==> config.mk <==
export PLATFORM = sky130hd
export DESIGN_NAME = io_bcd_display
export DESIGN_NICKNAME = d
export VERILOG_FILES = /design/src/rtl/io_bcd_display.sv
export SDC_FILE = /design/constraint.sdc
export NUM_CORES = 1
export LEC_CHECK = 0
export ABC_AREA = 1
export CAP_MARGIN = 20
export CORE_ASPECT_RATIO = 1.1
export CORE_MARGIN = 2
export CORE_UTILIZATION = 44
export CTS_BUF_LIST = sky130_fd_sc_hd__clkbuf_4 sky130_fd_sc_hd__clkbuf_8
export DETAILED_ROUTE_END_ITERATION = 6
export PLACE_DENSITY = 0.62
export REMOVE_ABC_BUFFERS = 1
export SLEW_MARGIN = 15
export SYNTH_ARGS = -nofsm -noshare
export SYNTH_HDL_FRONTEND = slang
export SYNTH_SLANG_ARGS = --single-unit
==> constraint.sdc <==
create_clock -name clock -period 5.63 [get_ports clock]
set_input_delay 1.126 -clock clock [delete_from_list [all_inputs] [get_ports clock]]
set_output_delay 1.126 -clock clock [all_outputs]
set_load 0.01 [all_outputs]
==> src/rtl/io_bcd_display.sv <==
// Binary-to-decimal seven-segment driver using a sequential double-dabble engine.
// Optional macro IO_BCD_LEADING_ZERO_BLANK_EN blanks leading zero digits.
module io_bcd_display #(
    parameter int IN_W    = 20,
    parameter int NUM_DIG = 6
) (
    input  logic                   clock,
    input  logic                   reset,
    input  logic [31:0]            value_in,
    output logic [7*NUM_DIG-1:0]   hex_out,
    output logic                   busy,
    output logic                   done,
    output logic                   overflow
);

    localparam int SR_W  = 4*(NUM_DIG+1) + IN_W;
    localparam int CNT_W = $clog2(IN_W+1);
    localparam logic [7*NUM_DIG-1:0] ALL_BLANK = {NUM_DIG{7'h7F}};
    localparam logic [7*NUM_DIG-1:0] ALL_DASH  = {NUM_DIG{7'h3F}};

    typedef enum logic [1:0] {S_IDLE, S_SHIFT, S_UPDATE} state_t;

    state_t             r_state;
    logic [31:0]        r_last_val;
    logic [SR_W-1:0]    r_sr;
    logic [CNT_W-1:0]   r_cnt;
    logic               r_pending;

    logic [SR_W-1:0]    w_adj;
    logic [7*NUM_DIG-1:0] w_hex;
    logic               w_ovf;

    function automatic logic [6:0] seg7(input logic [3:0] d);
        case (d)
            4'd0:    seg7 = 7'h40;
            4'd1:    seg7 = 7'h79;
            4'd2:    seg7 = 7'h24;
            4'd3:    seg7 = 7'h30;
            4'd4:    seg7 = 7'h19;
            4'd5:    seg7 = 7'h12;
            4'd6:    seg7 = 7'h02;
            4'd7:    seg7 = 7'h78;
            4'd8:    seg7 = 7'h00;
            4'd9:    seg7 = 7'h10;
            default: seg7 = 7'h3F;
        endcase
    endfunction

    // Add-3 correction on every BCD nibble, applied before each shift
    always_comb begin
        w_adj = r_sr;
        for (int k = 0; k <= NUM_DIG; k++) begin
            if (r_sr[IN_W+4*k +: 4] >= 4'd5)
                w_adj[IN_W+4*k +: 4] = r_sr[IN_W+4*k +: 4] + 4'd3;
        end
    end

    assign w_ovf = ((r_last_val >> IN_W) != 32'd0) ||
                   (r_sr[IN_W+4*NUM_DIG +: 4] != 4'd0);

    always_comb begin
`ifdef IO_BCD_LEADING_ZERO_BLANK_EN
        logic w_seen;
        w_seen = 1'b0;
`endif
        w_hex = ALL_BLANK;
        for (int k = NUM_DIG-1; k >= 0; k--) begin
`ifdef IO_BCD_LEADING_ZERO_BLANK_EN
            if (r_sr[IN_W+4*k +: 4] != 4'd0)
                w_seen = 1'b1;
            if (w_seen || k == 0)
                w_hex[7*k +: 7] = seg7(r_sr[IN_W+4*k +: 4]);
`else
            w_hex[7*k +: 7] = seg7(r_sr[IN_W+4*k +: 4]);
`endif
        end
        if (w_ovf)
            w_hex = ALL_DASH;
    end

    always_ff @(posedge clock or posedge reset) begin
        if (reset) begin
            r_state    <= S_IDLE;
            r_last_val <= 32'd0;
            r_sr       <= '0;
            r_cnt      <= '0;
            r_pending  <= 1'b1;
            hex_out    <= ALL_BLANK;
            busy       <= 1'b0;
            done       <= 1'b0;
            overflow   <= 1'b0;
        end else begin
            done <= 1'b0;
            case (r_state)
                S_IDLE: begin
                    if (r_pending || value_in != r_last_val) begin
                        r_last_val <= value_in;
                        r_sr       <= {{(4*(NUM_DIG+1)){1'b0}}, value_in[IN_W-1:0]};
                        r_cnt      <= CNT_W'(IN_W);
                        r_pending  <= 1'b0;
                        busy       <= 1'b1;
                        r_state    <= S_SHIFT;
                    end
                end
                S_SHIFT: begin
                    r_sr  <= {w_adj[SR_W-2:0], 1'b0};
                    r_cnt <= r_cnt - 1'b1;
                    if (r_cnt == CNT_W'(1))
                        r_state <= S_UPDATE;
                end
                S_UPDATE: begin
                    hex_out  <= w_hex;
                    overflow <= w_ovf;
                    done     <= 1'b1;
                    busy     <= 1'b0;
                    r_state  <= S_IDLE;
                end
                default: r_state <= S_IDLE;
            endcase
        end
    end

endmodule

==> impl_metrics.tcl, run 1 <==
set metrics [dict create \
    mappedNetlistArea_mm2 0.007335 \
    io_pins 79 \
    outcome "complete, no violations" \
    area_growth_pct 18.30 \
    critPathMaxFanout 55 \
    final-hold-violation-count 0 \
    min_path_cells 2 \
    antenna_found_initial 0 \
    ys.flop_type "dfrtp_1" \
    cts_tree "done" \
    utilization_pct 53.21 \
    clockPowerShare_pct 31.2 \
    grt_pass1_wl_um 27830 \
    critPathSlowestCell "nand2_1" \
    rsz0062_at_grt "false" \
    start_util_pct 44.97 \
    leakage_nw 4.203 \
    seq_area_frac_synth_pct 46.11 \
    route.final.wire_length_um 16190 \
    ctsHoldBuffers 0 \
    drc 0 \
    fill_cells 1563 \
    pwr-share-seq_pct 39.6 \
    dieHeight_um 139.4 \
    skew_ns 0.008474 \
    setup_violations 0 \
    slew_violations 0 \
    start_kind "input pin" \
    gr-total-overflow 0 \
    multiInputGateArea_mm2 0.003344 \
    worst_slew_pin_slew_ns 0.8743 \
    cts_max_level 4 \
    synthTopCellsByCount "nand2_1, inv_1, dfrtp_1" \
    insertion_delay_ns 0.45 \
    powerDensity_mw_per_mm2 356.4 \
    final_cells 1213 \
    yosys.area.top_type "dfrtp_1" \
    wire_per_inst_um 13.35 \
    routabilityCongestion 0.8527 \
    synth_edf_count 0 \
    ys_warn_count 0 \
    p_switching_mw 1.124 \
    hold_class "flip-flop to flip-flop" \
    comb_power_share_pct 29.2 \
    antenna_left 0 \
    dpl.hpwl_um 10700 \
    fin_tns_setup_ns 0 \
    endpoint_kind "flip-flop" \
    io_buffers 78 \
    cts.sinks 133 \
    post-route-min-period_ns 3.385 \
    p_sw_share_pct 36.35 \
    fin_crit_sh_pct 60.12 \
    first_global_vias 5782 \
    grt_usage_pct 19.30 \
    ir_drop_mv 0.1443 \
    ys_top_cells_by_area "dfrtp_1, dfstp_2, nand2_1" \
    r2r_cells 6 \
    ctsResizeCount 0 \
    place_inst 1181 \
    fmax_ghz 0.2954 \
    crit_chain "clkdlybuf4s50_1, xor2_1, nor2_1, nand3_1, nor2_2, nand3_4, nand2_4, nand2_1, nand2_1, nand2_1" \
    crit_top_cell "nand2_1" \
    ys_ff_latch 133 \
    fin_nets 1071 \
    clockBufferDepth 2 \
    synth.most_common_cell "nand2_1" \
    clk_pin_slew_ns 0.08 \
    via_per_inst 4.979 \
    cpPeakStageDelay_ns 0.61 \
    rows 49 \
    postCtsSetupBuffers 0 \
    grt_max_degree 69 \
    required_ns 5.97 \
    dr_total_vias 6040 \
    crit_type "input pin to flip-flop" \
    synthArstFlopShare_pct 100.0 \
    die_x_um 127.1 \
    cts-buffers-inserted 17 \
    drt-initial-drc-count 396 \
    syn_inst 931 \
    hold_slack_ns 0.4811 \
    core_mm2 0.01631 \
    drive_gt1_share_pct 9.316 \
    max_cap_viol_count 0 \
    die_area_mm2 0.01772 \
    diodes 0 \
    crit_arrival_ns 3.72 \
    drt_pass1_iterations 4 \
    p_int_mw 1.969 \
    seq_area_mm2 0.003382 \
    root_buffer "clkbuf_8" \
    ys_types 38 \
    relSlewSlack_pct 41.71 \
    syn_area_per_cell_um2 7.878 \
    synth.top_cell.area_share_pct 30.71 \
]
path summary, 6_finish.rpt:
check | from | to | slack, ns
worst max-delay path | value_in[2] | r_sr[14]$_DFFE_PP0P_ | 2.25
worst min-delay path | r_last_val[27]$_DFFE_PP0P_ | r_last_val[27]$_DFFE_PP0P_ | 0.48
worst max register to register | r_state[0]$_DFFE_PP0P_ | hex_out[21]$_DFFE_PP1P_ | 2.93
worst min register to register | r_last_val[27]$_DFFE_PP0P_ | r_last_val[27]$_DFFE_PP0P_ | 0.48
max in group asynchronous | reset | hex_out[34]$_DFFE_PP1P_ | 3.42
min in group asynchronous | reset | r_sr[22]$_DFFE_PP0P_ | 1.22
layer usage:
metal / wire length, um / global-route usage, % / part of all wire, %
met4: 235 / 6.536 / 1.5
met5: 0 / 0 / 0
met2: 7659 / 31.24 / 47
met3: 425 / 3.652 / 2.6
met1: 7872 / 26.14 / 49
flip-flops by register name, summed over array words and instances, names as in the netlist:
| register | count |
|---|---|
| hex_out | 42 |
| r_sr | 48 |
| r_cnt | 5 |
| done | 1 |
| busy | 1 |
| r_pending | 1 |
| overflow | 1 |
| r_last_val | 32 |
| r_state | 2 |
critical path, delay by kind of cell:
family	cells	cell delay [ns]
XOR/XNOR	1	0.18
buffers and inverters	1	0.44
AND/OR/NAND/NOR	8	1.97
power by group through the flow:
stage                     sequential (mW)  clock, mW  combinational [mW]
final                                1.23      0.965               0.902
after global routing                 1.25       1.03                1.05
after CTS                            1.22      0.990               0.905
after detailed placement             1.24          0               0.896
after global placement               1.24          0               0.889
after floorplan                      1.19          0               0.697
through the flow:
stage,setup WS (ns),total power [mW],instance area (um^2)
2_1_floorplan,0.5807,1.890,7113
3_3_place_gp,1.785,2.131,8204
3_5_place_dp,1.710,2.137,8204
4_1_cts,2.204,3.119,8677
5_1_grt,1.899,3.332,8677
6_report,2.245,3.093,8677
layout make-up:
cell class	instances	area share [%]
Multi-Input combinational cell	655	38.54
Tap cell	204	2.942
Clock inverter	14	2.668
Timing Repair Buffer	84	9.517
Clock buffer	18	2.783
Sequential cell	133	38.98
Inverter	105	4.571
logic make-up after synthesis:
kind of cell,count (synthesis),share of synthesized area (%)
AND/OR/NAND/NOR,422,23.68
AO/OA/AOI/OAI,179,13.27
buffers and inverters,143,8.393
flip-flops,133,46.11
adder cells (fa/ha/maj),41,6.994
XOR/XNOR,13,1.552
layout by cell type, fill, tap and decap left out, drive strengths merged:
cell type,n
a21boi,1
o211ai,14
clkdlybuf4s50,78
o2111ai,1
o221ai,2
o21a,2
xor2,5
dfrtp,90
nor3,2
a22oi,2
nor3b,1
o22ai,2
clkbuf,18
xnor2,8
buf,6
a221oi,1
nor4,3
nand4,2
clkinvlp,2
nor2,88
clkinv,6
and3,1
or2,7
ha,41
nand3,71
dfstp,43
a211oi,2
inv,105
bufinv,6
o21ai,82
nand2,247
a21oi,64
a31oi,6
Power figures use the tool's default switching activity.
==> run 2, diff against run 1 <==
==> constraint.sdc (replaced) <==
create_clock -name clock -period 3.5 [get_ports clock]
set_input_delay 0.7 -clock clock [delete_from_list [all_inputs] [get_ports clock]]
set_output_delay 0.7 -clock clock [all_outputs]
set_load 0.01 [all_outputs]
==> impl_metrics.tcl, run 2 (synthesis gave the netlist of run 1 again) <==
set metrics [dict create \
    outcome "complete, no violations" \
    diodes 0 \
    p_switching_mw 1.764 \
    p_sw_share_pct 36.58 \
    via_per_inst 5.064 \
    fill_cells 1634 \
    cts-buffers-inserted 17 \
    antenna_left 0 \
    io_pins 79 \
    io_buffers 78 \
    die_area_mm2 0.01772 \
    powerDensity_mw_per_mm2 554.1 \
    required_ns 3.83 \
    top_layer "met4" \
    fmax_ghz 0.4070 \
    gr-total-overflow 0 \
    p_int_mw 3.058 \
    grt_max_degree 113 \
    min_from "r_last_val[27]$_DFFE_PP0P_" \
    cts_tree "done" \
    worst_slew_pin_slew_ns 0.6958 \
    fin_crit_sh_pct 70.19 \
    core_mm2 0.01631 \
    crit_start "value_in[17]" \
    clockBufferDepth 2 \
    insertion_delay_ns 0.45 \
    fin_ws_ns 1.043 \
    slew_violations 0 \
    cts_max_level 4 \
    root_buffer "clkbuf_8" \
    setup_violations 0 \
    drt-initial-drc-count 370 \
    leakage_nw 4.221 \
    ctsResizeCount 0 \
    area_growth_pct 18.65 \
    first_global_vias 5882 \
    grt_pass1_wl_um 28030 \
    cts.sinks 133 \
    r2r_cells 7 \
    start_util_pct 44.97 \
    drt_pass1_iterations 4 \
    comb_power_share_pct 30.0 \
    largest_reg_flops 48 \
    route.final.wire_length_um 16100 \
    wire_per_inst_um 13.24 \
    crit_arrival_ns 2.79 \
    drive_gt1_share_pct 9.684 \
    clockPowerShare_pct 29.0 \
    critPathMaxFanout 20 \
    post-route-min-period_ns 2.457 \
    die_x_um 127.1 \
    rows 49 \
    final_cell_mix "nand2_1, inv_1, dfrtp_1" \
    ctsHoldBuffers 0 \
    start_kind "input pin" \
    dieHeight_um 139.4 \
    dp_slack_ns 0.5501 \
    r2r_start "r_state[0]$_DFFE_PP0P_" \
    pwr-share-seq_pct 41.0 \
    endpoint_kind "flip-flop" \
    relSlewSlack_pct 53.50 \
    wl_met2_um 7869 \
    hold_class "flip-flop to flip-flop" \
    dr_total_vias 6158 \
    min_path_cells 2 \
    postCtsSetupBuffers 0 \
    largestRegisters "r_sr (48), hex_out (42), r_last_val (32)" \
    ir_drop_mv 0.2241 \
    final-hold-violation-count 0 \
    skew_ns 0.008810 \
    regMostFlops "r_sr" \
    drc 0 \
    rsz0062_at_grt "false" \
    final_common_cell "nand2_1" \
    dpl.hpwl_um 10870 \
    grt_usage_pct 19.33 \
    fin_nets 1074 \
    m1WireLength_um 7556 \
    routabilityCongestion 0.8530 \
    utilization_pct 53.36 \
    crit_type "input pin to flip-flop" \
    max_cap_viol_count 0 \
    clk_pin_slew_ns 0.08 \
    met3_length_um 440 \
    antenna_found_initial 0 \
]
run 2: cell count changes in the layout (fill, tap and decap cells not counted):
| cell | change |
|---|---|
| clkbuf_8 | +5 |
| buf_12 | +3 |
| bufinv_16 | -3 |
| clkbuf_4 | +1 |
| clkinv_1 | -1 |
| clkinv_4 | -1 |
| inv_6 | -1 |
run 2: final timing paths:
path                                               to  slack [ns]
setup / recovery                  r_sr[2]$_DFFE_PP0P_        1.04
hold / removal             r_last_val[27]$_DFFE_PP0P_        0.48
setup reg to reg              hex_out[11]$_DFFE_PP1P_        1.25
hold reg to reg            r_last_val[27]$_DFFE_PP0P_        0.48
max in group asynchronous       r_pending$_DFFE_PP1P_        2.13
min in group asynchronous        r_sr[32]$_DFFE_PP0P_        0.67
run 2: per-layer routing:
layer	track usage, %	vias to the layer above
met5	0	-
met3	3.460	20
met1	25.98	2917
met4	6.478	0
met2	31.66	86
li1	-	3135
run 2: metrics by stage:
| step | hold slack, ns | TNS [ns] | total power [mW] | cells | cell area (um^2) |
|---|---|---|---|---|---|
| 3_3_place_gp | 0.4578 | 0 | 3.423 | 1184 | 8264 |
| 4_1_cts | 0.4819 | 0 | 4.870 | 1216 | 8702 |
| 5_1_grt | 0.5033 | 0 | 5.219 | 1216 | 8702 |
| 6_report | 0.4770 | 0 | 4.822 | 1216 | 8702 |
| 3_5_place_dp | 0.4628 | 0 | 3.438 | 1184 | 8264 |
| 2_1_floorplan | 0.4419 | -127.92 | 3.040 | 893 | 7113 |
run 2: worst max-delay path, cell delays in order:
cell             delay (ns)
clkdlybuf4s50_1        0.49
inv_2                  0.05
nand2_1                0.06
nand2_1                0.05
inv_1                  0.04
nand2_1                0.04
nor2_1                 0.16
nand2_1                0.09
nor2_2                 0.16
nand3_4                0.16
nand2_4                0.11
nand2_1                0.42
nand2_1                0.21
nand2_1                0.07
run 2: cell type report:
type	count	area (um^2)	share of cell area, %
tap	204	255.2	2.933
timing repair buffer	87	885.9	10.18
sequential	133	3382	38.86
multi-input combinational	655	3344	38.43
clock buffer	24	317.8	3.652
inverter	105	396.6	4.558
clock inverter	8	120.1	1.380
run 2: power by group through the flow:
stage	clock network (mW)	logic (mW)	registers, mW
after floorplan	0	1.12	1.92
after global placement	0	1.42	2.00
after detailed placement	0	1.44	2.00
after CTS	1.45	1.45	1.97
after global routing	1.51	1.70	2.02
final	1.40	1.45	1.98
==> run 3, diff against run 2 <==
==> constraint.sdc (replaced) <==
create_clock -name clock -period 2.4 [get_ports clock]
set_input_delay 0.48 -clock clock [delete_from_list [all_inputs] [get_ports clock]]
set_output_delay 0.48 -clock clock [all_outputs]
set_load 0.01 [all_outputs]
==> impl_metrics.tcl, run 3 (synthesis gave the netlist of run 1 again) <==
set metrics [dict create \
    cpPeakStageDelay_ns 0.54 \
    ir_drop_mv 0.3209 \
    grt_max_degree 68 \
    regMostFlops "r_sr" \
    critPathMaxFanout 2 \
    fmax_ghz 0.4978 \
    cts.sinks 133 \
    relSlewSlack_pct 57.89 \
    final_common_cell "nand2_1" \
    required_ns 1.92 \
    drt-initial-drc-count 353 \
    cts_tree "done" \
    dieHeight_um 139.4 \
    powerDensity_mw_per_mm2 779.8 \
    io_buffers 78 \
    fin_tns_setup_ns 0 \
    io_pins 79 \
    post-route-min-period_ns 2.009 \
    critPathSlowestCell "dfstp_2" \
    largest_reg_flops 48 \
    outcome "complete, no violations" \
    setup_violations 0 \
    drive_gt1_share_pct 10.37 \
    drc 0 \
    fin_crit_sh_pct 83.71 \
    route.final.wire_length_um 16030 \
    die_area_mm2 0.01772 \
    rows 49 \
    diodes 0 \
    via_per_inst 4.989 \
    crit_chain "clkdlybuf4s50_1" \
    dp_slack_ns 0.03880 \
    comb_power_share_pct 31.0 \
    fin_area_mm2 0.008731 \
    p_switching_mw 2.611 \
    cp_num_buf_inv 1 \
    slew_violations 0 \
    final_cell_mix "nand2_1, inv_1, dfrtp_1" \
    clk_pin_slew_ns 0.08 \
    cts_max_level 4 \
    ctsResizeCount 0 \
    hold_class "input pin to asynchronous set/reset pin" \
    largestRegisters "r_sr (48), hex_out (42), r_last_val (32)" \
    core_mm2 0.01631 \
    leakage_nw 4.238 \
    clockPowerShare_pct 26.8 \
    worst_slew_pin_slew_ns 0.6316 \
    rsz0062_at_grt "false" \
    dpl-instance-area_mm2 0.008352 \
    fin_ws_ns 0.3910 \
    dpl.hpwl_um 11070 \
    endpoint_kind "primary output" \
    pwr-share-seq_pct 42.2 \
    ctsHoldBuffers 0 \
    crit_arrival_ns 1.53 \
    antenna_left 0 \
    insertion_delay_ns 0.46 \
    max_cap_viol_count 0 \
    p_sw_share_pct 38.35 \
    start_kind "flip-flop" \
    dr_total_vias 6116 \
    area_growth_pct 19.04 \
    drt_pass1_iterations 5 \
    fin_nets 1084 \
    cts-buffers-inserted 17 \
    root_buffer "clkbuf_8" \
    gr-total-overflow 0 \
    crit_type "flip-flop to primary output" \
    grt_pass1_wl_um 28020 \
    antenna_found_initial 0 \
    skew_ns 0.01710 \
    fill_cells 1585 \
    first_global_vias 5900 \
    postCtsSetupBuffers 0 \
    start_util_pct 44.97 \
    critPathTopFamily "flip-flops" \
    clockBufferDepth 2 \
    p_int_mw 4.197 \
    final-hold-violation-count 0 \
    die_x_um 127.1 \
    grt_usage_pct 19.34 \
    wire_per_inst_um 13.07 \
    routabilityCongestion 0.8750 \
]
-- run 3: cell count changes in the layout (fill, tap and decap cells not counted) --
cell       previous run  this run
buf_12                3         4
clkinv_1              1         3
clkbuf_4              2         1
buf_4                 6        15
clkinv_4              0         4
clkbuf_8             22        17
clkinv_2              3         4
bufinv_16             3         2
-- run 3: layer usage --
layer	part of all wire, %	GRT usage [%]	routed length [um]	vias to the layer above
li1	-	-	-	3156
met1	48	25.71	7681	2838
met2	47	31.89	7595	100
met3	2.8	3.460	451	22
met4	1.9	6.767	299	0
met5	0	0	0	-
-- run 3: power groups by stage --
stage	Sequential, mW	Clock (mW)	Combinational (mW)
2_1_floorplan	2.80	0	1.63
3_3_place_gp	2.92	0	2.08
3_5_place_dp	2.91	0	2.10
4_1_cts	2.87	1.89	2.11
5_1_grt	2.94	1.99	2.49
6_report	2.87	1.83	2.11
-- run 3: final cells by class --
cell class              count  area [um^2]  share of cell area, %
clock buffers              18        241.5                  2.766
clock inverters            14        137.6                  1.576
inverters                 105        396.6                  4.543
multi-input cells         655         3344                  38.31
flip-flops and latches    133         3382                  38.74
well taps                 204        255.2                  2.923
repair buffers             97        973.4                  11.15
-- run 3: path summary, 6_finish.rpt --
check	startpoint	end	slack, ns	cells after the start
hold / removal	reset	r_sr[24]$_DFFE_PP0P_	0.27	2
max in group asynchronous	reset	r_pending$_DFFE_PP1P_	1.45	3
setup / recovery	hex_out[13]$_DFFE_PP1P_	hex_out[13]	0.39	1
setup reg to reg	r_sr[20]$_DFFE_PP0P_	r_sr[23]$_DFFE_PP0P_	0.59	8
min in group clock	r_pending$_DFFE_PP1P_	r_pending$_DFFE_PP1P_	0.49	1
hold reg to reg	r_pending$_DFFE_PP1P_	r_pending$_DFFE_PP1P_	0.49	1
-- run 3: metrics by stage --
| stage | hold slack, ns | cells | utilization (%) | power (mW) |
|---|---|---|---|---|
| after floorplan | 0.4419 | 893 | - | 4.434 |
| after global placement | 0.4557 | 1194 | 51.21 | 5.002 |
| after detailed placement | 0.4707 | 1194 | 51.21 | 5.007 |
| after CTS | 0.2515 | 1226 | 53.54 | 6.871 |
| after global routing | 0.2635 | 1226 | 53.54 | 7.418 |
| final | 0.2749 | 1226 | 53.54 | 6.809 |
==> RTL change 1 (settings of run 1) <==
Build with the macro `IO_BCD_LEADING_ZERO_BLANK_EN` defined.
--- a/src/rtl/io_bcd_display.sv
+++ b/src/rtl/io_bcd_display.sv
@@ -1,4 +1,6 @@
 // Binary-to-decimal seven-segment driver using a sequential double-dabble engine.
 // Optional macro IO_BCD_LEADING_ZERO_BLANK_EN blanks leading zero digits.
+`define IO_BCD_LEADING_ZERO_BLANK_EN
+
 module io_bcd_display #(
     parameter int IN_W    = 20,
Check against the original RTL: no difference found for any inputs over 10 cycles, from zero or initial values and one cycle with reset high; that may be too few to reach the edited logic, so the function may still have changed.
==> RTL change 1 against run 1 <==
Clock power decreased by 12%; power decreased by 5.0%; area after synthesis increased by 2.3%; largest cell class is now multi-input gates; design area increased by 1.5%; via count increased by 3.4%; setup slack improved by 0.036 ns; sequential cell count unchanged; critical path type unchanged; register-to-register slack got worse by 0.26 ns; routed wire length increased by 2.4%; largest power group unchanged.
==> RTL change 1: results (changes against run 1) <==
* DRT Wirelength at 16600 um (+2.4%)
* Skew final at 0.0118 ns (+0.00334 ns)
* Inst Count DP at 1224 (+3.6%)
* Top cells by area, synth: dfrtp_1, dfstp_2, nand2_1
* Max incr delay on CP at 0.59 ns (-0.02 ns)
* Setup bufs post-CTS at 0 (unchanged)
* Hold_sp: hex_out[20]$_DFFE_PP1P_
* Clock latency on the worst-skew pair at 0.45 ns (about the same)
* DRT iter0 DRCs at 372 (-6.1%)
* Sequential area share after synthesis at 0.451 (-0.0103)
* Synth cell types at 39 (+2.6%)
* Final nets at 1110 (+3.6%)
* Data arrival, critical path at 3.68 ns (-0.04 ns)
* Hpwl dp at 11200 um (+4.3%)
* Family with the most delay on the worst path: simple AND/OR/NAND/NOR gates
* Vias in the first global route at 5885 (+1.8%)
* Number of port buffers at 78 (unchanged)
* Outcome: finished clean
* Fillers at 1665 (+6.5%)
* Average wire per standard cell at 13.2 um (-1.0%)
* Syn avg cell area at 7.75 um2 (-1.6%)
* R2r setup slk at 2.67 ns (-0.26 ns)
* Worst Setup EP: r_sr[13]$_DFFE_PP0P_
* Leakage at 0.00427 uW (+1.6%)
* Top post-synthesis cells by count: nand2_1, inv_1, nor2_1
* First-pass GRT wire length at 28200 um (+1.5%)
* Largest net degree at the start of global routing at 107 (+55%)
* Vias per inst at 4.97 (about the same)
* Cell count of the worst hold path at 2 (unchanged)
* Max FO, Critical Path at 52 (-5.5%)
* Share of post-route cells with drive strength above 1 at 0.0879 (-0.00529)
* Gr usage total at 0.193 (about the same)
* Worst r2r src: r_sr[44]$_DFFE_PP0P_
* R2R Path End: hex_out[38]$_DFFE_PP1P_
* Ys async rst share at 1.00 (unchanged)
* Reg2reg path depth at 9 (+3)
* Hold Path Sink: hex_out[20]$_DFFE_PP1P_
* First-pass DRT Iterations at 5 (+1)
* Crit path launch: value_in[5]
* Crit path kind: input port to flop
* Routability cong. at 0.849 (-0.41%)
* Rel. slew slack at 0.340 (-0.0774)
* VDD IR-drop max at 0.140 mV (-3.2%)
* Sw Pwr at 1080 uW (-3.5%)
* Hold crit path type: flop to flop
-- RTL change 1: changes by cell type after synthesis, moves of 4 or more --
cell,before,now
nand3_1,70,76
o22ai_1,2,9
inv_1,103,126
a21oi_1,64,48
or2_2,7,2
a31oi_1,6,12
o211ai_1,14,10
o21ai_1,5,10
nor2_1,86,93
buf_2,6,2
-- RTL change 1: stage by stage --
step	cell area, um2	hold WS, ns	power, uW	setup WS [ns]	utilization
after global routing	8810	0.492	3180	2.01	0.521
after global placement	8390	0.457	2090	1.83	0.497
after floorplan	7300	0.442	1870	1.02	-
after detailed placement	8390	0.462	2100	1.79	0.497
final	8810	0.471	2940	2.28	0.521
after CTS	8810	0.474	2970	2.27	0.521
-- RTL change 1: final cells by class --
class	count	area share
Clock buffer	22	0.0337
Inverter	127	0.0547
Clock inverter	9	0.0141
Sequential cell	133	0.384
Multi-Input combinational cell	673	0.391
Timing Repair Buffer	83	0.0929
Tap cell	208	0.0295
-- RTL change 1: kinds of logic (layout without fill, tap and decap cells) --
kind of cell               Yosys count  count (layout)  share of synthesized area
AOI/OAI and AO/OA                  184             184                      0.136
DFF                                133             133                      0.451
buffers and inverters              162             241                     0.0911
and+or+nand+nor                    436             436                      0.240
xor gates and xnor gates            12              12                     0.0140
adders and majority gates           41              41                     0.0684
-- RTL change 1: power by group through the flow --
stage,Clock [uW],Sequential [uW],Combinational [uW]
after floorplan,0,1180,683
after global placement,0,1230,858
after detailed placement,0,1230,865
after CTS,879,1220,870
after global routing,916,1240,1020
final,852,1220,866
-- RTL change 1: per-layer routing --
layer / wire [um] / GRT usage / up-vias
li1: - / - / 3264
met1: 8010 / 0.263 / 2850
met2: 7770 / 0.309 / 109
met3: 549 / 0.0387 / 20
met4: 250 / 0.0635 / 0
met5: 0 / 0 / -
==> RTL change 2 (flow settings as in run 1) <==
Without the edit above. Make the reset (`reset`) synchronous in one clocked block.
--- a/src/rtl/io_bcd_display.sv
+++ b/src/rtl/io_bcd_display.sv
@@ -79,5 +79,5 @@
     end
 
-    always_ff @(posedge clock or posedge reset) begin
+    always_ff @(posedge clock) begin
         if (reset) begin
             r_state    <= S_IDLE;
Behaviour: differs if reset is asserted again (counterexample within 4 cycles, from zero or initial values and one cycle with reset high); with reset held inactive, the same outputs for 10 cycles.
==> RTL change 2 against run 1 <==
Routed wire length increased by 14%; critical path depth rose by 10; sequential cell count up 42; area after synthesis grew 16%; core utilization decreased by 1.1 points; design area rose by 14%; highest routed layer unchanged; setup slack worse by 0.24 ns.
Power is not compared: it rests on default switching activity, and its combinational part moved more than twofold at a synthesized area within 25%.
==> RTL change 2: results (changes against run 1) <==
* Sequential area share after synthesis at 0.411 (-0.0501)
* Data arrival, critical path at 3.99 ns (+0.27 ns)
* Area after DPL at 9470 um2 (+15%)
* Vias in the first global route at 6951 (+20%)
* Synth cell types at 36 (-5.3%)
* Largest net degree at the start of global routing at 51 (-26%)
* Hold crit path type: flop to flop
* Leakage at 0.00490 uW
* Top cells by area, synth: dfxtp_1, nand2_1, nand3_1
* Synthesis warning total at 0 (unchanged)
* Rel. slew slack at 0.428 (+0.0111)
* Final nets at 1359 (+27%)
* Met1 GRT Util at 0.243 (-0.0182)
* Post-CTS Resized at 0 (unchanged)
* Antenna violations before repair at 0 (unchanged)
* Skew final at 0.0117 ns (+0.00320 ns)
* Outcome: finished clean
* Family with the most delay on the worst path: simple AND/OR/NAND/NOR gates
* Worst r2r src: r_last_val[8]$_SDFFE_PP0P_
* Top post-synthesis cells by count: nand2_1, dfxtp_1, inv_1
* Reg2reg path depth at 19 (+13)
* H-tree levels at 4 (unchanged)
* Ys async rst share at 0 (-1.00)
* Met2 usage at 0.332 (+0.0199)
* Critical Path Slowest Stage Cell: clkdlybuf4s50_1
* Clock Pin Slew Worst Setup and Hold Paths at 0.09 ns
* Max Root-Sink Buffers at 2 (unchanged)
* Clock latency on the worst-skew pair at ~0.46 ns
* Hold Path Sink: hex_out[7]$_SDFFE_PP1P_
* First-pass DRT Iterations at 5 (+1)
* Ys flop type: dfxtp_1
* Max FO, Critical Path at 44 (-20%)
* Routability cong. at 0.844 (-1.0%)
* Number of port buffers at 78 (unchanged)
* Hold slack at 0.445 ns (-0.0366 ns)
* Syn Inst Count at 1213 (+30%)
* Hpwl dp at 12600 um (+18%)
* Average wire per standard cell at 12.1 um (-9.6%)
* DRT iter0 DRCs at 462 (+17%)
* Antenna cells at 0 (unchanged)
* Vias per inst at 4.78 (-4.0%)
* Filler-free cell count of the finished design at 1537 (+27%)
* Max incr delay on CP at 0.50 ns (-0.11 ns)
* Share of post-route cells with drive strength above 1 at 0.0822 (-0.0110)
* R2r setup slk at 2.79 ns (-0.14 ns)
* Root Buffer: clkbuf_8
* First-pass GRT wire length at 31900 um (+15%)
* Met3 Use GR at 0.0396 (+0.00311)
* Setup WS pre-CTS at 1.51 ns (-0.202 ns)
* Setup bufs post-CTS at 0 (unchanged)
* Cts bufs inserted at 17 (unchanged)
* Gr usage total at 0.193 (-0.000409)
[RTL change 2: changes by cell type in the layout (fill, tap and decap cells not counted), moves of 7 or more]
cell      change
a31oi_1      +14
dfrtp_1      -90
dfstp_2      -43
dfxtp_1     +175
ha_1          +7
inv_1        +51
inv_2        +14
nand2_1     +131
nand2_2      +28
nand3_1      +62
nor2_1       -25
o211ai_1     -14
o21ai_0      -30
or2_2         -7
[RTL change 2: area by class of cell]
cell class                 count  area (um2)
multi-input combinational    827        4180
timing repair buffer          87         843
clock buffer                  22         284
sequential                   175        3500
inverter                     169         634
tap                          247         309
fill                        1907        9120
clock inverter                10         158
[RTL change 2: cell families (layout without fill, tap and decap cells)]
family / after synthesis / count (layout) / synth area share
xor gates and xnor gates: 9 / 9 / 0.00925
adders and majority gates: 48 / 48 / 0.0705
AOI/OAI and AO/OA: 152 / 152 / 0.0987
DFF: 175 / 175 / 0.411
and+or+nand+nor: 618 / 618 / 0.312
buffers and inverters: 211 / 288 / 0.0986
[RTL change 2: how the worst max path moves through the flow]
stage,startpoint,end,slack (ns)
6_report,value_in[8],flop,2.00
2_1_floorplan,value_in[7],flop,2.06
4_1_cts,value_in[8],flop,2.01
5_1_grt,value_in[8],flop,1.64
3_3_place_gp,value_in[20],flop,1.62
3_5_place_dp,value_in[8],flop,1.51
[RTL change 2: power breakdown]
part	internal [uW]	leakage [uW]	switching, uW
Clock	522	0.000232	440
Sequential	1280	0.00143	27.0
Combinational	92.2	0.00324	150
[RTL change 2: worst min-delay path, stage by stage (launching register included)]
cell     delay (ns)
dfxtp_1        0.31
nand2_1        0.04
nand3_1        0.06
[RTL change 2: metal layers]
layer  vias to the layer above  share of wire
li1                       3938              -
met1                      3295           0.48
met2                       107           0.48
met3                         9          0.036
met4                         0         0.0084
met5                         -              0
